`src/rtl/gba_bus_pkg.sv`:
```
// Shared types, widths and address helper for the GBA cartridge ROM bus slave.
package gba_bus_pkg;

    localparam int GBA_ADDR_W = 24;
    localparam int GBA_DATA_W = 16;

    typedef enum logic [2:0] {
        ST_WAIT_IDLE,
        ST_IDLE,
        ST_ADDR,
        ST_READ,
        ST_WRITE
    } state_e;

    // Sequential ROM access only walks the low halfword; the bank byte never carries.
    function automatic logic [GBA_ADDR_W-1:0] inc_lo16(input logic [GBA_ADDR_W-1:0] addr);
        return {addr[GBA_ADDR_W-1:16], addr[15:0] + 16'd1};
    endfunction

endpackage

```
`src/rtl/gba_bus_sync.sv`:
```
// Multi-stage flip-flop synchronizer for asynchronous GBA pins.
module gba_sync #(
    parameter int               WIDTH   = 1,
    parameter int               STAGES  = 2,
    parameter logic [WIDTH-1:0] RST_VAL = '0
) (
    input  logic             clk,
    input  logic             rst,
    input  logic [WIDTH-1:0] d,
    output logic [WIDTH-1:0] q
);

    logic [WIDTH-1:0] stage_q [STAGES];

    // NOTE: sequential state uses non-blocking assignments so every stage samples the pre-edge value.
    always_ff @(posedge clk) begin
        if (rst) begin
            for (int i = 0; i < STAGES; i++) stage_q[i] <= RST_VAL;
        end else begin
            stage_q[0] <= d;
            for (int i = 1; i < STAGES; i++) stage_q[i] <= stage_q[i-1];
        end
    end

    assign q = stage_q[STAGES-1];

endmodule

```
`src/rtl/gba_rom_bus.sv`:
```
// GBA cartridge ROM bus slave: synchronizes pins, latches the address, issues reads and captures writes.
module gba_rom_bus
    import gba_bus_pkg::*;
#(
    parameter int SYNC_STAGES = 2,
    parameter int ADDR_W      = GBA_ADDR_W
) (
    input  logic                  clk,
    input  logic                  rst,
    input  logic                  gba_ncs,
    input  logic                  gba_nrd,
    input  logic                  gba_nwr,
    input  logic [GBA_DATA_W-1:0] gba_ad_in,
    input  logic [7:0]            gba_a_in,
    output logic [GBA_DATA_W-1:0] gba_ad_out,
    output logic                  gba_ad_oe,
    output logic                  rd_req,
    output logic [ADDR_W-1:0]     rd_addr,
    input  logic                  rd_rsp_valid,
    input  logic [GBA_DATA_W-1:0] rd_rsp_data,
    output logic                  wr_valid,
    output logic [ADDR_W-1:0]     wr_addr,
    output logic [GBA_DATA_W-1:0] wr_data,
    output logic                  underrun,
    output logic                  bus_err,
    output logic                  active
);

    logic                  ncs_s, nrd_s, nwr_s;
    logic [7:0]            a_s;
    logic [GBA_DATA_W-1:0] ad_s;

    // Strobes reset to "asserted" so a transaction in flight at reset release is never mistaken for a fresh edge.
    gba_sync #(.WIDTH(3), .STAGES(SYNC_STAGES), .RST_VAL(3'b000)) u_sync_strobe (
        .clk (clk),
        .rst (rst),
        .d   ({gba_ncs, gba_nrd, gba_nwr}),
        .q   ({ncs_s, nrd_s, nwr_s})
    );

    gba_sync #(.WIDTH(24), .STAGES(SYNC_STAGES), .RST_VAL(24'h0)) u_sync_bus (
        .clk (clk),
        .rst (rst),
        .d   ({gba_a_in, gba_ad_in}),
        .q   ({a_s, ad_s})
    );

    logic                  ncs_p_q, nrd_p_q, nwr_p_q;
    logic [GBA_DATA_W-1:0] ad_prev_q;

    always_ff @(posedge clk) begin
        if (rst) begin
            ncs_p_q   <= 1'b0;
            nrd_p_q   <= 1'b0;
            nwr_p_q   <= 1'b0;
            ad_prev_q <= '0;
        end else begin
            ncs_p_q   <= ncs_s;
            nrd_p_q   <= nrd_s;
            nwr_p_q   <= nwr_s;
            ad_prev_q <= ad_s;
        end
    end

    logic ncs_fall, ncs_rise, nrd_fall, nrd_rise, nwr_fall, nwr_rise;
    assign ncs_fall = ncs_p_q & ~ncs_s;
    assign ncs_rise = ~ncs_p_q & ncs_s;
    assign nrd_fall = nrd_p_q & ~nrd_s;
    assign nrd_rise = ~nrd_p_q & nrd_s;
    assign nwr_fall = nwr_p_q & ~nwr_s;
    assign nwr_rise = ~nwr_p_q & nwr_s;

    state_e                state_q;
    logic [ADDR_W-1:0]     addr_q;
    logic                  got_rsp_q;

    always_ff @(posedge clk) begin
        if (rst) begin
            state_q    <= ST_WAIT_IDLE;
            addr_q     <= '0;
            got_rsp_q  <= 1'b0;
            gba_ad_out <= '0;
            gba_ad_oe  <= 1'b0;
            rd_req     <= 1'b0;
            rd_addr    <= '0;
            wr_valid   <= 1'b0;
            wr_addr    <= '0;
            wr_data    <= '0;
            underrun   <= 1'b0;
            bus_err    <= 1'b0;
        end else begin
            rd_req   <= 1'b0;
            wr_valid <= 1'b0;
            underrun <= 1'b0;
            bus_err  <= 1'b0;
            // Chip-select release aborts whatever is pending, ahead of any strobe rise.
            if (state_q != ST_WAIT_IDLE && ncs_rise) begin
                state_q   <= ST_IDLE;
                gba_ad_oe <= 1'b0;
            end else begin
                case (state_q)
                    ST_WAIT_IDLE: if (ncs_s) state_q <= ST_IDLE;
                    ST_IDLE: begin
                        if (ncs_fall) begin
                            addr_q  <= {a_s, ad_s};
                            state_q <= ST_ADDR;
                        end
                    end
                    ST_ADDR: begin
                        if ((nrd_fall && (nwr_fall || !nwr_s)) || (nwr_fall && !nrd_s)) begin
                            bus_err <= 1'b1;
                        end else if (nrd_fall) begin
                            rd_req    <= 1'b1;
                            rd_addr   <= addr_q;
                            got_rsp_q <= 1'b0;
                            state_q   <= ST_READ;
                        end else if (nwr_fall) begin
                            state_q <= ST_WRITE;
                        end
                    end
                    ST_READ: begin
                        if (nrd_rise) begin
                            addr_q    <= inc_lo16(addr_q);
                            gba_ad_oe <= 1'b0;
                            underrun  <= ~got_rsp_q;
                            state_q   <= ST_ADDR;
                        end else begin
                            gba_ad_oe <= 1'b1;
                            if (rd_rsp_valid && !got_rsp_q) begin
                                got_rsp_q  <= 1'b1;
                                gba_ad_out <= rd_rsp_data;
                            end
                        end
                    end
                    ST_WRITE: begin
                        if (nwr_rise) begin
                            wr_valid <= 1'b1;
                            wr_addr  <= addr_q;
                            wr_data  <= ad_prev_q;
                            addr_q   <= inc_lo16(addr_q);
                            state_q  <= ST_ADDR;
                        end
                    end
                    default: state_q <= ST_WAIT_IDLE;
                endcase
            end
        end
    end

    assign active = (state_q == ST_ADDR) || (state_q == ST_READ) || (state_q == ST_WRITE);

endmodule

```
`config.mk`:
```
export PLATFORM = sky130hd
export DESIGN_NAME = gba_rom_bus
export DESIGN_NICKNAME = d
export VERILOG_FILES = /design/src/rtl/gba_bus_pkg.sv /design/src/rtl/gba_bus_sync.sv /design/src/rtl/gba_rom_bus.sv
export SDC_FILE = /design/constraint.sdc
export NUM_CORES = 1
export LEC_CHECK = 0
export BUFFER_PORTS_ARGS = -buffer_cell sky130_fd_sc_hd__buf_2
export CORE_ASPECT_RATIO = 0.7
export CORE_MARGIN = 2
export CORE_UTILIZATION = 45
export CTS_BUF_LIST = sky130_fd_sc_hd__clkbuf_8 sky130_fd_sc_hd__clkbuf_16
export DETAILED_ROUTE_END_ITERATION = 6
export GPL_TIMING_DRIVEN = 0
export HOLD_SLACK_MARGIN = 0.02
export PLACE_DENSITY = 0.69
export SLEW_MARGIN = 40
export SYNTH_ARGS = -nofsm -noshare
export SYNTH_HDL_FRONTEND = slang
export SYNTH_SLANG_ARGS = --single-unit
```
`constraint.sdc`:
```
create_clock -name clk -period 1.75 [get_ports clk]
set_input_delay 0.35 -clock clk [delete_from_list [all_inputs] [get_ports clk]]
set_output_delay 0.35 -clock clk [all_outputs]
set_load 0.02 [all_outputs]
```
==> metrics.md, run 1 <==
| Metric | Value |
|---|---|
| Number of CTS-inserted buffers | `17` |
| Placed cell area | `7640 um^2` |
| Most frequent cell on the critical path | `buf_6` |
| Gr ovfl total | `0` |
| Seq cells post-synth | `186` |
| Slew @ Worst Pin | `0.690 ns` |
| Most frequent cells in the layout | `182 x dfxtp_1, 132 x buf_2, 117 x nand2_1` |
| Violated checks | `negative setup slack` |
| Worst Path Arrival | `1.55 ns` |
| Uppermost layer routed | `met4` |
| Maximum clock insertion buffer count | `2` |
| Drt via density | `5.21` |
| Number of placement rows | `37` |
| VDD IR max | `0.000777 V` |
| Placed cells | `1035` |
| WL met2 | `7710 um` |
| Root Buffer | `clkbuf_16` |
| Main synth FF type | `dfxtp_1` |
| Setup crit end kind | `output port` |
| Layout cells sized above 1 | `31.7%` |
| CTS tree | `yes` |
| I/O pin total | `132` |
| Yosys cell types | `53` |
| Final Critical Period | `1.90 ns` |
| Outcome | `finished, violations left` |
| Hold slack | `0.124 ns` |
| Critical Path Source Type | `flip-flop` |
| Fin crit share | `109%` |
| Hold/Removal Path Class | `primary input to flip-flop` |
| Achievable clock frequency | `526 MHz` |
| Avg Cell Area, Syn | `9.46 um^2` |
| Simple-gate area share of the yosys netlist | `22.3%` |
| Critical Path Max Stage Delay | `0.34 ns` |
| Total track usage | `22.7%` |
| Setup tns final | `-5.88 ns` |
| Detailed-route via count | `5700` |
| WL met1 | `8210 um` |
| Avg WL per Cell | `16.4 um` |
| Drt drc | `0` |
| Synth Cell Area | `6720 um^2` |
| Sequential area share after synthesis | `55.4%` |
| Detailed Routing Iterations Pass 1 | `7` |
| Worst EP required | `1.40 ns` |
| Initial core utilization | `45.9%` |
| Largest family of logic cells by synthesized area | `simple AND/OR/NAND/NOR gates` |
| Die X | `150 um` |
| Initial DRC Count | `460` |
| Core area | `14600 um^2` |
| GPL Wtd Cong | `0.948` |
| Slew Viols, Final | `0` |
| # port buffers | `130` |
| Synth Area in Compound Gates | `13.4%` |
| First-pass GRT wire length | `28200 um` |
| Total clock sinks | `186` |
| Most common cell after layout, fill and taps aside | `dfxtp_1` |
| Unrepaired setup endpoints after global routing | `true` |
| Crit Path Max Fanout | `7` |
| Total Wirelength | `18000 um` |
| Final hold vios | `0` |
| CTS HTree Levels | `4` |
| Synth Area in Adders | `0.186%` |
| Height of the die | `106 um` |
| Layout net count | `934` |
| WL met3 | `1710 um` |
| Ys async rst share | `0%` |
| Leak | `3.77 nW` |
| Setup WS post-layout | `-0.150 ns` |
| Power per Cell Area | `1200 nW/um^2` |
| Area Overhead vs Synth | `32.2%` |
| Worst-path clk slew | `0.07 ns` |
| Design area | `8880 um^2` |
| Worst-skew pair later-pin latency | `0.43 ns` |
| Final Skew | `0.0108 ns` |
| Maxcap violations | `0` |
| Cell Chain, Critical Path | `buf_6 -> and3b_2 -> nor2_4 -> buf_8 -> o21ai_4 -> buf_6` |
| Final setup viols | `61` |
| Die Area | `15900 um^2` |
| CP Class | `flip-flop to output port` |
| EDFF count, synth | `0` |
| Count of warnings emitted by yosys | `0` |
| Dpl hpwl | `12200 um` |
| Syn Nets | `757` |
| Pwr Total | `10.6 mW` |
| Slowest CP cell | `dfxtp_2` |
| Largest net degree at the start of global routing | `19` |
| Portion of netlist area occupied by mux cells | `4.02%` |
| Synth Area in XOR/XNOR | `0%` |
| Slew Limit Headroom | `54.0%` |
| Antenna Cells | `0` |
| Routed Antenna Nets | `0` |
| Vias in the first global route | `5366` |
| Cells after Synth | `710` |
| Initial antenna violation count | `0` |
| Final Non-Filler Cells | `1095` |
-- synth_stat cells, types with 9 or more instances --
master / n / share of area (%)
clkbuf_1: 27 / 1.5
nor2_1: 32 / 1.8
dfxtp_1: 186 / 55
nand2_1: 127 / 7.1
nand2_2: 10 / 0.93
buf_2: 14 / 1.0
nor2b_1: 74 / 6.9
nand2b_1: 10 / 0.93
a21oi_1: 78 / 5.8
nor4_1: 9 / 0.84
o32ai_1: 9 / 1.2
inv_1: 15 / 0.84
mux2i_1: 27 / 4.0
-- power by group --
group / internal [mW] / total [mW] / switching, mW
combinational: 1.01 / 2.13 / 1.12
sequential: 4.38 / 4.51 / 0.130
clock: 2.21 / 4.00 / 1.79
total: 7.59 / 10.6 / 3.04
-- final cells by class --
cell class,count,area [um^2]
fillers,1256,5750
flip-flops and latches,186,3730
multi-input cells,460,2930
repair buffers,159,957
clock buffers,18,439
plain buffers,48,358
well taps,195,244
clock inverters,14,173
inverters,15,56.3
-- path summary, 6_finish.rpt --
check	to	startpoint	depth (start not counted)	slack (ns)
worst max-delay path	active	state_q[2]	6	-0.15
worst min-delay path	u_sync_bus.stage_q[0][20]	gba_a_in[4]	2	0.12
worst max register to register	addr_q[5]	state_q[1]	7	-0.14
worst min register to register	u_sync_bus.stage_q[0][26]	u_sync_bus.stage_q[0][2]	1	0.44
-- flip-flops by register name (all words and copies together) (netlist names), 6 cells and up --
name / flops
wr_addr: 24
u_sync_bus.stage_q: 48
gba_ad_out: 16
addr_q: 24
rd_addr: 24
ad_prev_q: 16
wr_data: 16
u_sync_strobe.stage_q: 6
-- through the flow --
step / util (%) / worst slack, ns
floorplan: - / -0.0369
global placement: 52.2 / -0.411
detailed placement: 52.2 / -0.425
CTS: 59.1 / -0.141
global route: 60.7 / -0.186
finish: 60.7 / -0.150
-- cells by family after synthesis --
| group | after synthesis |
|---|---|
| simple gates | 297 |
| flops | 186 |
| compound gates | 134 |
| buf+inv | 65 |
| mux | 27 |
| fa+ha+maj | 1 |
-- metal layers --
| layer | global-route usage, % | vias to the layer above |
|---|---|---|
| li1 | - | 2761 |
| met1 | 32.4 | 2638 |
| met2 | 33.8 | 264 |
| met3 | 5.92 | 37 |
| met4 | 6.33 | 0 |
| met5 | 0 | - |
-- worst max-delay path, delay by kind of cell, from the launching register on --
kind	cells	cell delay (ns)
AO/OA/AOI/OAI	1	0.05
buffers and inverters	3	0.37
flip-flops	1	0.34
AND/OR/NAND/NOR	2	0.37
-- what timing repair did --
item                       4_1_cts  5_1_grt
setup buffers                   19        4
hold buffers                     0        0
gates cloned                     4        3
pin swaps                       24       16
resized for setup               63       42
setup endpoints to repair      103       92
No activity file was read; power rests on OpenSTA's default activity.
==> inputs of run 2 (changes only) <==
--- a/config.mk
+++ b/config.mk
@@ -5,13 +5,13 @@
 export SDC_FILE = /design/constraint.sdc
 export NUM_CORES = 1
 export LEC_CHECK = 0
+export ABC_CLOCK_PERIOD_IN_PS = 1750
 export BUFFER_PORTS_ARGS = -buffer_cell sky130_fd_sc_hd__buf_2
 export CORE_ASPECT_RATIO = 0.7
 export CORE_MARGIN = 2
 export CORE_UTILIZATION = 45
 export CTS_BUF_LIST = sky130_fd_sc_hd__clkbuf_8 sky130_fd_sc_hd__clkbuf_16
 export DETAILED_ROUTE_END_ITERATION = 6
-export GPL_TIMING_DRIVEN = 0
 export HOLD_SLACK_MARGIN = 0.02
 export PLACE_DENSITY = 0.69
 export SLEW_MARGIN = 40
==> metrics.md, run 2 (synthesis results as in run 1) <==
| Metric | Value |
|---|---|
| Final setup viols | `3 (was 61)` |
| Largest net degree at the start of global routing | `101 (was 19)` |
| Int Power | `7.64 mW (was 7.59 mW)` |
| Core area | `14600 um^2 (unchanged)` |
| Slew @ Worst Pin | `0.424 ns (was 0.690 ns)` |
| Final Skew | `0.0130 ns (was 0.0108 ns)` |
| Root Buffer | `clkbuf_16 (unchanged)` |
| Achievable clock frequency | `543 MHz (was 526 MHz)` |
| Violated checks | `negative setup slack (unchanged)` |
| Drt via density | `5.03 (was 5.21)` |
| Slew Viols, Final | `0 (unchanged)` |
| Max FFs per register | `48 (unchanged)` |
| Outcome | `finished, violations left (unchanged)` |
| Vias in the first global route | `5189 (was 5366)` |
| Hold slack | `0.126 ns (was 0.124 ns)` |
| CP Class | `flip-flop to output port (unchanged)` |
| First-pass GRT wire length | `26100 um (was 28200 um)` |
| Maxcap violations | `0 (unchanged)` |
| Detailed-route via count | `5452 (was 5700)` |
| Antenna Cells | `0 (unchanged)` |
| Final hold vios | `0 (unchanged)` |
| Unrepaired setup endpoints after global routing | `true (unchanged)` |
| Clock power share | `38.6% (was 37.6%)` |
| Sequential power share | `42.7% (was 42.4%)` |
| Initial core utilization | `45.9% (unchanged)` |
| Switching pwr | `2.84 mW (was 3.04 mW)` |
| Worst EP required | `1.40 ns (about the same)` |
| Dpl hpwl | `10700 um (was 12200 um)` |
| Placed cell area | `7880 um^2 (was 7640 um^2)` |
| Initial antenna violation count | `0 (unchanged)` |
| Critical Path Source Type | `flip-flop (unchanged)` |
| Number of placement rows | `37 (unchanged)` |
| Crit Path Max Fanout | `6 (was 7)` |
| Placed cells | `1041 (was 1035)` |
| Layout net count | `922 (was 934)` |
| Final Non-Filler Cells | `1083 (was 1095)` |
| Pwr Total | `10.5 mW (was 10.6 mW)` |
| Slew Limit Headroom | `71.5% (was 54.0%)` |
| Leak | `3.86 nW (was 3.77 nW)` |
| Total clock sinks | `186 (unchanged)` |
| VDD IR max | `0.000881 V (was 0.000777 V)` |
| I/O pin total | `132 (unchanged)` |
| Die Area | `15900 um^2 (unchanged)` |
| Setup tns final | `-0.105 ns (was -5.88 ns)` |
| Final core utilization | `60.5% (was 60.7%)` |
| Setup crit end kind | `output port (unchanged)` |
| Maximum clock insertion buffer count | `2 (unchanged)` |
| Initial DRC Count | `545 (was 460)` |
| Detailed Routing Iterations Pass 1 | `5 (was 7)` |
| CTS tree | `yes (unchanged)` |
| Worst Path Arrival | `1.49 ns (was 1.55 ns)` |
| Setup WS post-layout | `-0.0899 ns (was -0.150 ns)` |
| FF+latch area | `3730 um^2 (about the same)` |
| Most frequent cells in the layout | `184 x dfxtp_1, 130 x buf_2, 121 x nand2_1 (was 182 x dfxtp_1, 132 x buf_2, 117 x nand2_1)` |
| Post-place setup slack | `-0.0325 ns (was -0.425 ns)` |
| Worst-path clk slew | `0.07 ns (about the same)` |
| Filler cells | `1276 (was 1256)` |
| Area Overhead vs Synth | `31.8% (was 32.2%)` |
| # port buffers | `131 (was 130)` |
| Layout cells sized above 1 | `31.9% (was 31.7%)` |
| Multi-input logic area | `2880 um^2 (was 2930 um^2)` |
| Sw frac | `27.1% (was 28.6%)` |
| CTS Hold Bufs | `0 (unchanged)` |
| Final Critical Period | `1.84 ns (was 1.90 ns)` |
| Fin crit share | `105% (was 109%)` |
| Drt drc | `0 (unchanged)` |
| Worst-skew pair later-pin latency | `0.43 ns (about the same)` |
| Total Wirelength | `16500 um (was 18000 um)` |
| Die X | `150 um (unchanged)` |
| Largest reg by FF count | `u_sync_bus.stage_q (unchanged)` |
| Logic pwr share | `18.7% (was 20.0%)` |
| Avg WL per Cell | `15.3 um (was 16.4 um)` |
| CTS HTree Levels | `4 (unchanged)` |
| Design area | `8850 um^2 (was 8880 um^2)` |
| Height of the die | `106 um (unchanged)` |
| Most common cell after layout, fill and taps aside | `dfxtp_1 (unchanged)` |
| Gr ovfl total | `0 (unchanged)` |
| Number of CTS-inserted buffers | `17 (unchanged)` |
| GPL Wtd Cong | `0.895 (was 0.948)` |
| Routed Antenna Nets | `0 (unchanged)` |
| Power per Cell Area | `1180 nW/um^2 (was 1200 nW/um^2)` |
| Hold/Removal Path Class | `primary input to flip-flop (unchanged)` |
| Total track usage | `21.0% (was 22.7%)` |
## run 2: metal layers
layer / GRT usage (%) / wire (um) / up-vias
li1: - / - / 2721
met1: 29.2 / 7920 / 2509
met2: 30.9 / 7060 / 198
met3: 6.39 / 1280 / 24
met4: 7.08 / 286 / 0
met5: 0 / 0 / -
## run 2: layout make-up
class	count	share of cell area, %
Multi-Input combinational cell	459	32.5
Clock buffer	17	4.81
Inverter	15	0.636
Timing Repair Buffer	196	14.9
Tap cell	195	2.76
Sequential cell	186	42.1
Clock inverter	15	2.32
## run 2: worst max-delay path, cell delays in order, from the launching register on
cell     delay (ns)
dfxtp_2        0.32
buf_6          0.12
and3b_2        0.24
nor2_4         0.17
o21ai_4        0.08
buf_6          0.13
## run 2: final timing paths
| check | slack (ns) | start | to | cells past startpoint |
|---|---|---|---|---|
| worst min register to register | 0.43 | u_sync_bus.stage_q[0][12] | u_sync_bus.stage_q[0][36] | 1 |
| worst max-delay path | -0.09 | state_q[0] | active | 5 |
| worst min-delay path | 0.13 | gba_a_in[5] | u_sync_bus.stage_q[0][21] | 2 |
| worst max register to register | -0.01 | state_q[2] | state_q[2] | 6 |
## run 2: what timing repair did
action	4_1_cts	5_1_grt
pin swaps	4	17
gates cloned	2	2
resized for setup	18	45
buffers inserted	5	1
setup endpoints to repair	14	59
## run 2: power by group through the flow
stage | registers (mW) | clock network [mW] | logic, mW
3_3_place_gp | 4.55 | 0 | 1.58
5_1_grt | 4.49 | 4.29 | 2.11
2_1_floorplan | 4.55 | 0 | 1.02
3_5_place_dp | 4.55 | 0 | 1.58
4_1_cts | 4.47 | 4.11 | 1.78
6_report | 4.47 | 4.05 | 1.96
==> inputs of run 3 (changes only) <==
--- a/config.mk
+++ b/config.mk
@@ -13,7 +13,7 @@
 export CTS_BUF_LIST = sky130_fd_sc_hd__clkbuf_8 sky130_fd_sc_hd__clkbuf_16
 export DETAILED_ROUTE_END_ITERATION = 6
 export HOLD_SLACK_MARGIN = 0.02
-export PLACE_DENSITY = 0.69
+export PLACE_DENSITY = 0.7
 export SLEW_MARGIN = 40
 export SYNTH_ARGS = -nofsm -noshare
 export SYNTH_HDL_FRONTEND = slang
==> metrics.md, run 3 (synthesis results as in run 1) <==
| Metric | Value |
|---|---|
| Worst hold path endpoint | `u_sync_bus.stage_q[0][19] (was u_sync_bus.stage_q[0][21])` |
| Violated checks | `negative setup slack (unchanged)` |
| Critical Path Source Type | `flip-flop (unchanged)` |
| Setup crit end kind | `output port (unchanged)` |
| Detailed-route via count | `5568 (was 5452)` |
| Total Wirelength | `16800 um (was 16500 um)` |
| Largest reg by FF count | `u_sync_bus.stage_q (unchanged)` |
| Design area | `8930 um^2 (was 8850 um^2)` |
| Most frequent cells in the layout | `183 x dfxtp_1, 130 x buf_2, 127 x nand2_1 (was 184 x dfxtp_1, 130 x buf_2, 121 x nand2_1)` |
| Placed cells | `1045 (was 1041)` |
| CP startpoint | `state_q[0] (unchanged)` |
| Setup WS post-layout | `-0.0793 ns (was -0.0899 ns)` |
| Final Non-Filler Cells | `1097 (was 1083)` |
| Worst-path clk slew | `0.07 ns (about the same)` |
| Worst EP required | `1.40 ns (about the same)` |
| Routed Antenna Nets | `0 (unchanged)` |
| Reg2Reg Capture Point | `addr_q[5] (was state_q[2])` |
| Vias in the first global route | `5113 (was 5189)` |
| Total track usage | `20.5% (was 21.0%)` |
| Reg2Reg Depth | `7 (was 6)` |
| Area Overhead vs Synth | `32.9% (was 31.8%)` |
| Placed cell area | `7920 um^2 (was 7880 um^2)` |
| Hold slack | `0.123 ns (was 0.126 ns)` |
| Maximum clock insertion buffer count | `2 (unchanged)` |
| First-pass GRT wire length | `25800 um (was 26100 um)` |
| Setup tns final | `-0.323 ns (was -0.105 ns)` |
| Max FFs per register | `48 (unchanged)` |
| CTS HTree Levels | `4 (unchanged)` |
| Layout net count | `935 (was 922)` |
| Slew @ Worst Pin | `0.709 ns (was 0.424 ns)` |
| Core area | `14600 um^2 (unchanged)` |
| Final Skew | `0.0135 ns (was 0.0130 ns)` |
| Slew Limit Headroom | `52.7% (was 71.5%)` |
| # port buffers | `131 (unchanged)` |
| Maxcap violations | `0 (unchanged)` |
| Drt via density | `5.08 (was 5.03)` |
| Multi-input logic area | `2810 um^2 (was 2880 um^2)` |
| FF+latch area | `3730 um^2 (about the same)` |
| Final core utilization | `61.0% (was 60.5%)` |
| Filler cells | `1274 (was 1276)` |
| Final Critical Period | `1.83 ns (was 1.84 ns)` |
| Post-place setup slack | `-0.0349 ns (was -0.0325 ns)` |
| Most common cell after layout, fill and taps aside | `dfxtp_1 (unchanged)` |
| Worst-skew pair later-pin latency | `0.43 ns (about the same)` |
| CTS tree | `yes (unchanged)` |
| Initial DRC Count | `407 (was 545)` |
| Slew Viols, Final | `0 (unchanged)` |
| Avg WL per Cell | `15.4 um (was 15.3 um)` |
| Final hold vios | `0 (unchanged)` |
| CP Class | `flip-flop to output port (unchanged)` |
| Fin crit share | `105% (about the same)` |
| Number of placement rows | `37 (unchanged)` |
| Achievable clock frequency | `547 MHz (was 543 MHz)` |
| Hold_sp | `gba_a_in[3] (was gba_a_in[5])` |
| Pwr Total | `10.5 mW (about the same)` |
| Worst Path Arrival | `1.48 ns (was 1.49 ns)` |
| Height of the die | `106 um (unchanged)` |
| Crit Path Max Fanout | `7 (was 6)` |
| Number of CTS-inserted buffers | `17 (unchanged)` |
| Die X | `150 um (unchanged)` |
| Final setup viols | `14 (was 3)` |
| Gr ovfl total | `0 (unchanged)` |
| GPL Wtd Cong | `0.928 (was 0.895)` |
| Unrepaired setup endpoints after global routing | `true (unchanged)` |
| I/O pin total | `132 (unchanged)` |
| Total clock sinks | `186 (unchanged)` |
| Initial core utilization | `45.9% (unchanged)` |
| Leak | `3.85 nW (was 3.86 nW)` |
| Origin of the critical flop-to-flop path | `state_q[2] (unchanged)` |
| Dpl hpwl | `10900 um (was 10700 um)` |
| Power per Cell Area | `1180 nW/um^2 (about the same)` |
| VDD IR max | `0.000751 V (was 0.000881 V)` |
| Largest net degree at the start of global routing | `73 (was 101)` |
| Outcome | `finished, violations left (unchanged)` |
| Setup slack, reg-to-reg | `-0.04 ns (was -0.01 ns)` |
| Detailed Routing Iterations Pass 1 | `5 (unchanged)` |
| Drt drc | `0 (unchanged)` |
| Root Buffer | `clkbuf_16 (unchanged)` |
| Layout cells sized above 1 | `31.6% (was 31.9%)` |
| CTS Hold Bufs | `0 (unchanged)` |
| Initial antenna violation count | `0 (unchanged)` |
| WHS Path Cells | `2 (unchanged)` |
| Die Area | `15900 um^2 (unchanged)` |
| Hold/Removal Path Class | `primary input to flip-flop (unchanged)` |
[run 3: critical path, cell delays in order (launching register included)]
cell     delay (ns)
dfxtp_2        0.32
buf_6          0.13
nor3b_4        0.22
buf_6          0.14
nor2_4         0.04
o21ai_2        0.08
buf_6          0.14
[run 3: final cells by class]
class | count | share of cell area [%]
diodes | 1 | 0.0280
flip-flops and latches | 186 | 41.8
repair buffers | 209 | 16.4
clock buffers | 17 | 4.77
well taps | 195 | 2.73
inverters | 15 | 0.631
clock inverters | 15 | 2.24
multi-input cells | 459 | 31.4
[run 3: how the worst max path moves through the flow]
stage	end	slack (ns)
detailed placement	addr_q[9]	-0.03
floorplan	wr_addr[14]	-0.04
global route	active	-0.13
global placement	bus_err	0.02
finish	active	-0.08
CTS	active	-0.1
[run 3: metal layers]
| layer | up-vias | part of all wire, % | global-route usage, % |
|---|---|---|---|
| li1 | 2756 | - | - |
| met1 | 2590 | 47 | 28.9 |
| met2 | 199 | 43 | 30.6 |
| met3 | 23 | 7.7 | 6.44 |
| met4 | 0 | 1.5 | 5.32 |
| met5 | - | 0 | 0 |
[run 3: power breakdown]
group          internal [mW]  switching [mW]
logic                   1.03            1.05
clock network           2.19            1.81
registers               4.38          0.0924
[run 3: what timing repair did]
item                                    in CTS  in global routing
pin swaps                                    2                  9
buffers inserted                             4                  9
cloned                                       0                  7
resized for setup                           17                 31
endpoints found under the setup margin      17                 89
